## src/rtl/regfile_sb.sv

```systemverilog
// regfile_sb: 2R/1W register file with hard-wired zero register, optional
// write-to-read forwarding and per-register busy scoreboard. Debug taps: REGFILE_SB_DBG_EN.

module regfile_sb_rdport #(
    parameter int DATA_W = 32,
    parameter int ADDR_W = 5,
    parameter int BYPASS = 1
) (
    input  logic [ADDR_W-1:0]                      ra,
    input  logic [(2**ADDR_W)-1:0][DATA_W-1:0]     regs,
    input  logic [(2**ADDR_W)-1:0]                 busy,
    input  logic                                   we,
    input  logic [ADDR_W-1:0]                      wa,
    input  logic [DATA_W-1:0]                      wd,
    output logic [DATA_W-1:0]                      rd,
    output logic                                   rbusy
);
    logic w_zero;
    logic w_fwd;

    assign w_zero = (ra == '0);
    // Forwarding never targets r0, so a write to r0 cannot leak onto a read.
    assign w_fwd  = (BYPASS != 0) && we && (wa == ra) && !w_zero;

    always_comb begin
        rd    = regs[ra];
        rbusy = busy[ra] & ~w_fwd;
        if (w_zero) begin
            rd    = '0;
            rbusy = 1'b0;
        end else if (w_fwd) begin
            rd    = wd;
        end
    end
endmodule

module regfile_sb #(
    parameter int DATA_W = 32,
    parameter int ADDR_W = 5,
    parameter int BYPASS = 1
) (
    input  logic                  clk,
    input  logic                  rst_n,
    input  logic [ADDR_W-1:0]     ra1,
    input  logic [ADDR_W-1:0]     ra2,
    output logic [DATA_W-1:0]     rd1,
    output logic [DATA_W-1:0]     rd2,
    input  logic                  we,
    input  logic [ADDR_W-1:0]     wa,
    input  logic [DATA_W-1:0]     wd,
    input  logic                  iss_en,
    input  logic [ADDR_W-1:0]     iss_addr,
    output logic                  busy1,
    output logic                  busy2,
`ifdef REGFILE_SB_DBG_EN
    input  logic [ADDR_W-1:0]     dbg_addr,
    output logic [DATA_W-1:0]     dbg_data,
    output logic [(2**ADDR_W)-1:0] dbg_busy,
`endif
    output logic                  iss_busy
);
    localparam int NREG   = 2**ADDR_W;
    localparam int NPORTS = 2;

    logic [NREG-1:0][DATA_W-1:0]   r_regs;
    logic [NREG-1:0]               r_busy;

    logic                          w_wr;
    logic                          w_iss;
    logic [NPORTS-1:0][ADDR_W-1:0] w_ra;
    logic [NPORTS-1:0][DATA_W-1:0] w_rd;
    logic [NPORTS-1:0]             w_rbusy;

    assign w_wr  = we && (wa != '0);
    assign w_iss = iss_en && (iss_addr != '0);

    // r_regs[0] is cleared in reset and never written, so it stays zero.
    always_ff @(posedge clk or negedge rst_n) begin
        if (!rst_n) begin
            r_regs <= '0;
        end else if (w_wr) begin
            r_regs[wa] <= wd;
        end
    end

    // Issue is applied after writeback so a new producer outranks the completing one.
    always_ff @(posedge clk or negedge rst_n) begin
        if (!rst_n) begin
            r_busy <= '0;
        end else begin
            if (w_wr)
                r_busy[wa] <= 1'b0;
            if (w_iss)
                r_busy[iss_addr] <= 1'b1;
        end
    end

    assign w_ra[0] = ra1;
    assign w_ra[1] = ra2;

    for (genvar p = 0; p < NPORTS; p++) begin : g_rd
        regfile_sb_rdport #(
            .DATA_W (DATA_W),
            .ADDR_W (ADDR_W),
            .BYPASS (BYPASS)
        ) u_rdport (
            .ra    (w_ra[p]),
            .regs  (r_regs),
            .busy  (r_busy),
            .we    (we),
            .wa    (wa),
            .wd    (wd),
            .rd    (w_rd[p]),
            .rbusy (w_rbusy[p])
        );
    end

    assign rd1      = w_rd[0];
    assign rd2      = w_rd[1];
    assign busy1    = w_rbusy[0];
    assign busy2    = w_rbusy[1];
    assign iss_busy = r_busy[iss_addr];

`ifdef REGFILE_SB_DBG_EN
    assign dbg_data = r_regs[dbg_addr];
    assign dbg_busy = r_busy;
`endif
endmodule

```

## config.mk

```make
export PLATFORM = sky130hd
export DESIGN_NAME = regfile_sb
export DESIGN_NICKNAME = d
export VERILOG_FILES = /design/src/rtl/regfile_sb.sv
export SDC_FILE = /design/constraint.sdc
export NUM_CORES = 2
export LEC_CHECK = 0
export CORE_MARGIN = 1.5
export CORE_UTILIZATION = 25
export CTS_CLUSTER_SIZE = 12
export DETAILED_ROUTE_END_ITERATION = 8
export PLACE_DENSITY_LB_ADDON = 0.08
export SYNTH_ARGS = -nofsm -noshare
export SYNTH_HDL_FRONTEND = slang
export SYNTH_SLANG_ARGS = --single-unit
export TNS_END_PERCENT = 1
```

## constraint.sdc

```tcl
create_clock -name clk -period 3.22 [get_ports clk]
set_clock_uncertainty 0.2 [all_clocks]
set_input_delay 0.644 -clock clk [delete_from_list [all_inputs] [get_ports clk]]
set_output_delay 0.644 -clock clk [all_outputs]
set_load 0.005 [all_outputs]
```

# Word-level counts from Yosys, hierarchy flattened
# Index checks and enable logic that the tools add are counted.
[word_totals]
output_inout_bits = 67
elab_cells = 87
regBits = 1056
[classes]
bitwise_logic = 7
mux = 25
n_reduce_logical = 14
n_eq_ne = 2
n_lt_le_gt_ge = 6
[ops]
columns = ["operator", "count"]
rows = [
  ["1024-bit bitwise mux", 1],
  ["32-bit binary-select mux with 5-bit select", 2],
  ["32-bit two-way mux", 9],
  ["32-bit demux with 5-bit select", 1],
  ["32-bit AND", 1],
  ["32-bit NOT", 1],
  ["32-bit OR", 1],
  ["5-bit by 6-bit less-than comparator with 1-bit output, second input constant", 4],
  ["1-bit binary-select mux with 5-bit select", 3],
  ["1-bit demux with 5-bit select", 2],
  ["5-bit equality test", 2],
  ["5-bit by 1-bit >= comparator with 1-bit output, second input constant", 2],
  ["5-bit zero test", 2],
  ["5-bit nonzero test", 2],
  ["1-bit logical AND", 8],
  ["1-bit two-way mux", 7],
  ["1-bit AND", 2],
  ["1-bit zero test", 2],
  ["1-bit NOT", 2],
]

# Logic depth before layout (Yosys ltp)
[logic_depth]
depth_word = 9
ltp_mapped = 10

# By module
# Synthesis repeated with hierarchy kept, for this count alone.
[unflattened]
cells_unflattened = 3987
hier_area_um2 = 57030.9
[modules_own_cells]
columns = ["mod", "cells_per_inst", "seq_area_each_um2", "area_per_inst_um2", "n_inst"]
rows = [
  ["regfile_sb", 2435, 26425.3, 39481.6, 1],
  ["regfile_sb_rdport", 776, 0.0, 8774.7, 2],
]

# Least setup slack after synthesis
# OpenSTA, ideal clock, no wires.
[synth_timing]
path_type = "input -> output"
start = "input ra1[0]"
end = "output rd1[26]"
path_stages = 8
arrival_time_ns = 2.381
path_buffers = 4
required_time_ns = 2.376
path_slack_ns = -0.005
cell_sequence = "buf_6 buf_4 buf_4 buf_2 mux4_2 a22oi_1 nand4_1 a22o_1"
[synth_between]
elab_chain_len = 5
word_cells_on_any_way = 9
cone_classes = "eq/ne: 1; mux: 4; reduce/logical: 4"
[synth_lines]
columns = ["item", "line_no", "text"]
rows = [
  ["start, declared", "44", "input logic [ADDR_W-1:0] ra1,"],
  ["parallel branches: the longest is 4 deep, another holds 32-bit binary-select mux with 5-bit select", "-", ""],
  ["32-bit two-way mux *", "28", "if (w_zero) begin"],
  ["end, declared", "46", "output logic [DATA_W-1:0] rd1,"],
]
# Every way passes the cells marked *. The select of a mux whose other input is x is not followed.

# Final worst setup path
[layout_timing]
start = "input ra2[0]"
end = "output rd2[26]"
[layout_between]
elab_chain_len = 5
word_cells_on_any_way = 9
cone_classes = "eq/ne: 1; mux: 4; reduce/logical: 4"
[layout_lines]
columns = ["item", "line_no", "text"]
rows = [
  ["start, declared", "45", "input logic [ADDR_W-1:0] ra2,"],
  ["parallel branches: the longest is 4 deep, another holds 32-bit binary-select mux with 5-bit select", "-", ""],
  ["32-bit two-way mux *", "28", ""],
  ["end, declared", "47", "output logic [DATA_W-1:0] rd2,"],
]
# Marked as above.

==> results.sh <==
export IMPL_fillers=22180
export IMPL_antenna_found_initial=9
export IMPL_chipHeight_um=479.0
export IMPL_syn2layout_area_growth_pct=33.56
export IMPL_die_area_um2=229400
export IMPL_globalplace_congestion=0.8063
export IMPL_routed_wirelength_mm=259.0
export IMPL_leakage_nw=32.66
export IMPL_synth_seq_cells=1056
export IMPL_hold_ws_ps=176.4
export IMPL_drtPass1Iterations=5
export IMPL_regArea_um2=26430
export IMPL_critPathKind="input port to primary output"
export IMPL_io_buffers=122
export IMPL_crit_path_end_kind="primary output"
export IMPL_ys_types=55
export IMPL_grt_pass1_wl_mm=361.9
export IMPL_rows=174
export IMPL_htree_levels=4
export IMPL_io_pins=123
export IMPL_finalSetupViolCount=66
export IMPL_path_clk_slew_ps=50
export IMPL_numCtsBuffers=138
export IMPL_drive_gt1_share_pct=60.66
export IMPL_drtAntennaViolNets=0
export IMPL_insertion_delay_ps=800
export IMPL_rsz0062_at_grt="true"
export IMPL_cts_root_buf="clkbuf_16"
export IMPL_grt_max_degree=93
export IMPL_clock_path_buffers=3
export IMPL_ir_worst_vdd_mv=0.5867
export IMPL_yosysMostFrequentCell="mux2_2"
export IMPL_hp_class="input port to async pin"
export IMPL_min_period_ps=3694
export IMPL_syn_area_per_cell_um2=14.37
export IMPL_synth_area_leaders="dfrtp_1 47%, mux2_2 21%, mux4_2 18%"
export IMPL_core_area_um2=225100
export IMPL_vias=40180
export IMPL_cts_tree="built"
export IMPL_synth_common_cells="1059 x mux2_2, 1056 x dfrtp_1, 454 x mux4_2"
export IMPL_viasPerCell=5.224
export IMPL_wire_per_inst_um=33.67
export IMPL_yosys_area_top_type_share_pct=46.65
export IMPL_grt_use_total_pct=22.51
export IMPL_stdcell_count=7692
export IMPL_grt_overflow=0
export IMPL_dp_cells=7354
export IMPL_powerDensity_nw_per_um2=571.1
export IMPL_syn_inst=3943
export IMPL_synth_seq_area_share_pct=46.65
export IMPL_crit_arrival_ps=2850
export IMPL_multi_input_area_um2=29770
export IMPL_numClockSinks=1056
export IMPL_setup_ws_ps=-474.4
export IMPL_crit_required_ps=2380
export IMPL_violations="setup timing"
export IMPL_slew_viol_final=0
export IMPL_hold_violations=0
export IMPL_remaining_drc_errors=0
export IMPL_synth_edf_count=0
export IMPL_dp_hpwl_mm=180.5
export IMPL_ys_flop_type="dfrtp_1"
export IMPL_drtIter0Drc=2742
export IMPL_async_flop_share_pct=100.0
export IMPL_synth_area_um2=56650
export IMPL_crit_fanout=9
export IMPL_grt_pass1_vias=42190
export IMPL_maxSlewHeadroom_pct=44.72
export IMPL_status="finished with violations"
export IMPL_drv_cap=0
export IMPL_fmaxAchievable_mhz=270.7
export IMPL_worstMarginPinSlew_ps=822.9
export IMPL_ys_warn_count=0
export IMPL_die_w_um=479.0
export IMPL_synth_fp_nets=3999
export IMPL_initial_utilization_pct=25.16
export IMPL_finalCritPeriodShare_pct=114.7
export IMPL_critPathLaunchType="input port"
export IMPL_fin_nets=4648
export IMPL_synth_area_leader_cell="dfrtp_1"
power by group:
group          leakage [nW]  internal, mW  switching [mW]
Sequential             13.5          15.8            1.88
Clock                  2.21          9.07            6.54
Combinational          16.9          5.81            4.07
Total                  32.7          30.7            12.5
area by class of cell:
cell class,instances,share of cell area [%]
clock inverters,34,0.4995
diodes,3,0.009923
flip-flops and latches,1056,34.93
inverters,13,0.06450
repair buffers,958,14.76
multi-input cells,2425,39.35
well taps,2992,4.948
clock buffers,211,5.434
what timing repair did:
item | CTS | global route
endpoints found under the hold margin | 291 | 0
hold buffers | 1 | 0
endpoints found under the setup margin | 67 | 67
gates cloned | 6 | 1
gates resized for setup | 460 | 84
pin swaps | 76 | 38
buffers inserted | 90 | 4
final timing paths:
kind | slack, ps | startpoint | to | cells after the start
worst min-delay path | 180 | rst_n | r_regs[729] | 2
worst max-delay path | -470 | ra2[0] | rd2[26] | 11
worst max register to register | 2110 | r_regs[76] | r_regs[76] | 2
worst min register to register | 200 | r_regs[25] | r_regs[25] | 0
max in group asynchronous | 1560 | rst_n | r_regs[816] | 4
min in group clk | 200 | r_regs[25] | r_regs[25] | 0
cells in the final DEF (no fill, tap or decap), drive strengths merged, types with 33 or more instances in the layout:
cell type      synthesis  layout
mux2i                127     127
clkbuf               240     219
a22oi                 60      60
o22ai                 92      92
a221o                 33      33
mux2                1060    1060
mux4                 454     454
dfrtp               1056    1056
buf                  209     868
a22o                  41      41
clkdlybuf4s50          0      37
nor2                 127     127
nor3                 156     156
o221ai                45      45
nand2                 54      54
through the flow:
step	setup WS (ps)	power, mW	cell area (um^2)	TNS, ps	util, %
floorplan	5.030	23.21	56660	0	-
global placement	-1448	27.38	68630	-80520	30.49
detailed placement	-1477	27.46	68630	-83110	30.49
CTS	-495.8	43.67	75260	-24570	33.43
global route	-533.0	45.15	75650	-26100	33.61
finish	-474.4	43.20	75660	-21580	33.61
worst max-delay path: stages:
cell and delay (ps):
buf_16 140, buf_12 130, buf_16 160, buf_12 160, mux4_2 500, o22ai_1 350, nor3_1 110, nor3_2 130
nor3_1 70, buf_4 160, dlygate4sd2_1 260
registers in the layout, summed over array words and instances (netlist names):
register  flops
r_regs     1024
r_busy       32
layer usage:
metal	global-route usage [%]	vias up	share of wire, %
li1	-	16630	-
met5	0	-	0
met1	32.07	22320	47
met2	35.86	949	47
met3	2.846	281	3.8
met4	6.098	0	2.8
cells by family after synthesis:
logic type | count (synthesis) | synth area share [%]
DFF | 1056 | 46.65
xor gates and xnor gates | 10 | 0.1546
muxes | 1641 | 41.37
and+or+nand+nor | 441 | 3.755
buffers and inverters | 462 | 3.634
AOI/OAI and AO/OA | 333 | 4.440
No activity file was read; power rests on OpenSTA's default activity.
